$ cat config.mk
export PLATFORM = sky130hd
export DESIGN_NAME = serial_8bit_subtractor
export DESIGN_NICKNAME = d
export VERILOG_FILES = /design/src/rtl/serial_8bit_subtractor.sv
export SDC_FILE = /design/constraint.sdc
export NUM_CORES = 1
export LEC_CHECK = 0
export BUFFER_PORTS_ARGS = -buffer_cell sky130_fd_sc_hd__buf_2
export CORE_UTILIZATION = 34
export DETAILED_ROUTE_END_ITERATION = 12
export PLACE_DENSITY = 0.54
export SETUP_SLACK_MARGIN = 0.3
export SKIP_LAST_GASP = 1
export SLEW_MARGIN = 20
export SYNTH_ARGS = -nofsm -noshare
export SYNTH_HDL_FRONTEND = slang
export SYNTH_SLANG_ARGS = --single-unit
$ cat constraint.sdc
create_clock -name clk -period 2.6 [get_ports clk]
set_clock_uncertainty 0.05 [all_clocks]
set_input_delay 0.52 -clock clk [delete_from_list [all_inputs] [get_ports clk]]
set_output_delay 0.52 -clock clk [all_outputs]
set_load 0.05 [all_outputs]
$ cat src/rtl/serial_8bit_subtractor.sv
// serial_8bit_subtractor: bit-serial 8-bit subtractor, LSB first.
// One accepted start produces diff = a - b - bin (mod 256), the unsigned
// borrow-out and the signed overflow flag, with a done pulse 8 edges later.
module serial_8bit_subtractor (
   input  logic       clk,
   input  logic       rst,
   input  logic       start,
   input  logic [7:0] a,
   input  logic [7:0] b,
   input  logic       bin,
   output logic [7:0] diff,
   output logic       bout,
   output logic       ovf,
   output logic       busy,
   output logic       done
);

   typedef enum logic [1:0] {
      S_IDLE = 2'b00,
      S_RUN  = 2'b01,
      S_DONE = 2'b10
   } state_t;

   state_t     state_q, state_d;
   logic [2:0] cnt_q,   cnt_d;
   logic [7:0] a_q,     a_d;
   logic [7:0] b_q,     b_d;
   logic       br_q,    br_d;
   logic [7:0] diff_q,  diff_d;
   logic       bout_q,  bout_d;
   logic       ovf_q,   ovf_d;
   logic       busy_q,  busy_d;
   logic       done_q,  done_d;

   // Per-cycle bit slice of the serial datapath.
   logic bit_a;
   logic bit_b;
   logic bit_d;
   logic br_next;

   // State and datapath registers; synchronous reset clears everything.
   always_ff @(posedge clk) begin
      // NOTE: non-blocking assignments keep every flop sampling the old
      // values of its neighbours, regardless of statement order.
      if (rst) begin
         state_q <= S_IDLE;
         cnt_q   <= 3'd0;
         a_q     <= 8'd0;
         b_q     <= 8'd0;
         br_q    <= 1'b0;
         diff_q  <= 8'd0;
         bout_q  <= 1'b0;
         ovf_q   <= 1'b0;
         busy_q  <= 1'b0;
         done_q  <= 1'b0;
      end else begin
         state_q <= state_d;
         cnt_q   <= cnt_d;
         a_q     <= a_d;
         b_q     <= b_d;
         br_q    <= br_d;
         diff_q  <= diff_d;
         bout_q  <= bout_d;
         ovf_q   <= ovf_d;
         busy_q  <= busy_d;
         done_q  <= done_d;
      end
   end

   // Next-state, serial full-subtractor step and registered output flags.
   always_comb begin
      // NOTE: every signal gets a hold/default value first so that no path
      // through the case leaves it unassigned (which would infer a latch).
      state_d = state_q;
      cnt_d   = cnt_q;
      a_d     = a_q;
      b_d     = b_q;
      br_d    = br_q;
      diff_d  = diff_q;
      bout_d  = bout_q;
      ovf_d   = ovf_q;

      bit_a   = a_q[cnt_q];
      bit_b   = b_q[cnt_q];
      bit_d   = bit_a ^ bit_b ^ br_q;
      br_next = (~bit_a & bit_b) | (~bit_a & br_q) | (bit_b & br_q);

      case (state_q)
         S_IDLE: begin
            if (start) begin
               a_d     = a;
               b_d     = b;
               br_d    = bin;
               cnt_d   = 3'd0;
               state_d = S_RUN;
            end
         end
         S_RUN: begin
            diff_d[cnt_q] = bit_d;
            br_d          = br_next;
            cnt_d         = cnt_q + 3'd1;
            if (cnt_q == 3'd7) begin
               // Bit 7 of the result is bit_d itself this cycle.
               bout_d  = br_next;
               ovf_d   = (a_q[7] ^ b_q[7]) & (a_q[7] ^ bit_d);
               state_d = S_DONE;
            end
         end
         S_DONE: begin
            state_d = S_IDLE;
         end
         default: begin
            state_d = S_IDLE;
         end
      endcase

      // Flags are registered so they line up with the state they describe.
      busy_d = (state_d != S_IDLE);
      done_d = (state_d == S_DONE);
   end

   assign diff = diff_q;
   assign bout = bout_q;
   assign ovf  = ovf_q;
   assign busy = busy_q;
   assign done = done_q;

endmodule

==> flow_summary.json <==
{
  "status": "finished, final reports clean",
  "pwr_density_cell_mw_per_mm2": 632,
  "hold_start": "a_q[6]",
  "fmax_mhz": 444,
  "dieHeight_um": 67.9,
  "core_area_mm2": 0.00409,
  "placed_cell_area_mm2": 0.00162,
  "hp-class": "reg2reg",
  "clk_pin_slew_ns": 0.07,
  "crit_start": "cnt_q[0]",
  "cts_buffers": 5,
  "ant_nets": 0,
  "vias": 1172,
  "cts_sinks": 34,
  "ys_ff_latch": 34,
  "whs_endpoint": "a_q[6]",
  "synthTopCellsByArea": "dfxtp_1, a21oi_1, nand2_1, mux4_1, a311oi_1",
  "worstSetupPathType": "reg2reg",
  "drv_slew": 0,
  "postSynthAreaPerCell_um2": 9.52,
  "r2r_cells": 6,
  "die-area_mm2": 0.00461,
  "synth.net_count": 178,
  "synth_area_mm2": 0.00148,
  "io_pins": 32,
  "initial_core_util_pct": 36.1,
  "dr.pass1.iters": 4,
  "antenna_found_initial": 0,
  "chipWidth_um": 67.9,
  "fin_nets": 205,
  "hold_buffers": 0,
  "routedWlPerCell_um": 13.2,
  "rsz0062_at_grt": "yes",
  "clockBufferDepth": 2,
  "rrSetupSlack_ns": 0.35,
  "layout-drive-gt1-share_pct": 29.0,
  "cp.required_ns": 2.73,
  "final_area_mm2": 0.00174,
  "multiInputGateArea_um2": 717,
  "place_congestion": 0.758,
  "min_period_ns": 2.25,
  "core.rowCount": 23,
  "worstReg2RegStart": "cnt_q[0]",
  "grt_max_degree": 35,
  "cts_root_buffer": "clkbuf_8",
  "crit_arrival_ns": 2.38,
  "stdcell_count": 233,
  "drcViolationCount": 0,
  "clk_latency_ns": 0.28,
  "hold_viol_final": 0,
  "synth_top_cell_area_share_pct": 46.1,
  "power_leakage_uw": 0.000723,
  "synth.distinct_cells": 31,
  "grt_pass1_vias": 1144,
  "synth_top_cell_by_area": "dfxtp_1",
  "n_antenna_cell": 0,
  "area_growth_syn_to_layout_pct": 17.8,
  "hpwl_um": 2230,
  "maxSlewHeadroom_pct": 60.4,
  "vias_per_cell": 5.03,
  "seqCellArea_um2": 686,
  "cp_max_fo": 8,
  "syn_inst": 155,
  "placed_cells": 224,
  "drtIter0Drc": 49,
  "holdWs_ns": 0.402,
  "whs_path_depth": 2,
  "port_buffers": 31,
  "synth_warnings": 0,
  "ir_worst_vdd_uv": 283,
  "grt_first_pass_wirelength_um": 5150,
  "grt_use_total_pct": 15.7,
  "routed_wl_um": 3070,
  "setup.worst_path.start_class": "flop",
  "htreeDepth": 2,
  "worst_pin_slew_ns": 0.594,
  "setup.worst_path.end_class": "flop",
  "setup_viol": 0,
  "cts_tree": "done",
  "fin_tns_setup_ns": 0,
  "worst_r2r_endpoint": "diff[7]",
  "fill_cells": 438,
  "min_period_over_period_pct": 86.5,
  "cap_viol_max_count": 0,
  "grt_remaining_overflow": 0,
  "seq_area_frac_synth_pct": 46.1
}
-- flip-flops by register name, indices dropped and copies added, names as in the netlist --
| signal | flops |
|---|---|
| a_q | 8 |
| b_q | 8 |
| bout | 1 |
| br_q | 1 |
| busy | 1 |
| cnt_q | 3 |
| diff | 8 |
| done | 1 |
| ovf | 1 |
| state_q | 2 |
-- metal layers --
layer,vias up,share of wire [%],GRT usage [%]
met5,-,0,0
met4,0,1.1,7.03
li1,600,-,-
met1,537,43,17.8
met3,4,6.0,5.83
met2,31,50,26.2
-- metrics by stage --
| step | utilization (%) | power, µW | worst slack, ns |
|---|---|---|---|
| floorplan | - | 675 | 0.276 |
| global placement | 39.6 | 700 | 0.312 |
| detailed placement | 39.6 | 704 | 0.252 |
| CTS | 41.9 | 1100 | 0.311 |
| global route | 42.5 | 1160 | 0.264 |
| finish | 42.5 | 1100 | 0.350 |
-- how the worst max path moves through the flow --
stage,slack [ns],to,cells after the start
floorplan,0.28,ovf,8
global placement,0.31,ovf,6
detailed placement,0.25,ovf,6
CTS,0.31,diff[7],6
global route,0.26,ovf,6
finish,0.35,diff[7],6
-- synthesized netlist by cell type, drive strengths merged --
cell type / number
a211oi: 1
a21oi: 25
a22oi: 2
a311oi: 6
a31oi: 2
a41o: 2
and3b: 2
buf: 6
clkbuf: 8
dfxtp: 34
fa: 1
ha: 2
mux2: 1
mux2i: 2
mux4: 4
nand2: 32
nand2b: 1
nand3b: 1
nor2: 10
nor2b: 4
nor3: 3
nor3b: 3
o21bai: 1
or3b: 2
-- where the power goes --
| part | total, µW | switching (µW) | internal [µW] |
|---|---|---|---|
| sequential | 562 | 19.0 | 543 |
| combinational | 135 | 73.8 | 61.3 |
| clock | 401 | 188 | 214 |
-- kinds of logic (layout without fill, tap and decap cells) --
kind of cell / Yosys count / count (layout) / share of synthesized area [%]
flops: 34 / 34 / 46.1
buf+inv: 14 / 42 / 5.85
fa+ha+maj: 3 / 3 / 3.05
compound gates: 39 / 39 / 16.3
simple gates: 58 / 58 / 19.4
mux: 7 / 7 / 9.25
-- critical path, cell delays in order, from the launching register on --
cell and delay [ns]:
dfxtp_4 0.40, mux4_2 0.50, mux2_4 0.28, fa_2 0.57
buf_6 0.13, a41o_1 0.17, nor2_1 0.04
-- repair_timing --
action	in CTS	in global routing
hold endpoints to repair	0	0
pin swaps	0	2
setup endpoints to repair	5	7
resized for setup	2	4
setup buffers	0	1
-- cells in the final DEF, fill, tap and decap left out, types with 2 or more instances in the layout --
cell / netlist / final
nor3_1: 3 / 2
buf_4: 2 / 2
a31oi_1: 2 / 2
a41o_1: 2 / 2
nor2b_1: 4 / 4
a22oi_1: 2 / 2
nand2_1: 32 / 32
ha_1: 2 / 2
nor3b_2: 1 / 2
mux4_2: 0 / 2
buf_2: 1 / 31
a311oi_1: 6 / 6
mux4_1: 4 / 2
nor2_1: 10 / 10
dfxtp_1: 34 / 32
clkbuf_8: 0 / 6
a21oi_1: 25 / 25
mux2i_1: 2 / 2
-- cell type report --
class / count / area share [%]
Clock buffer: 7 / 4.97
Sequential cell: 34 / 39.5
Multi-Input combinational cell: 107 / 41.3
Clock inverter: 1 / 0.288
Timing Repair Buffer: 34 / 10.4
Tap cell: 50 / 3.60
Power figures use the tool's default switching activity.
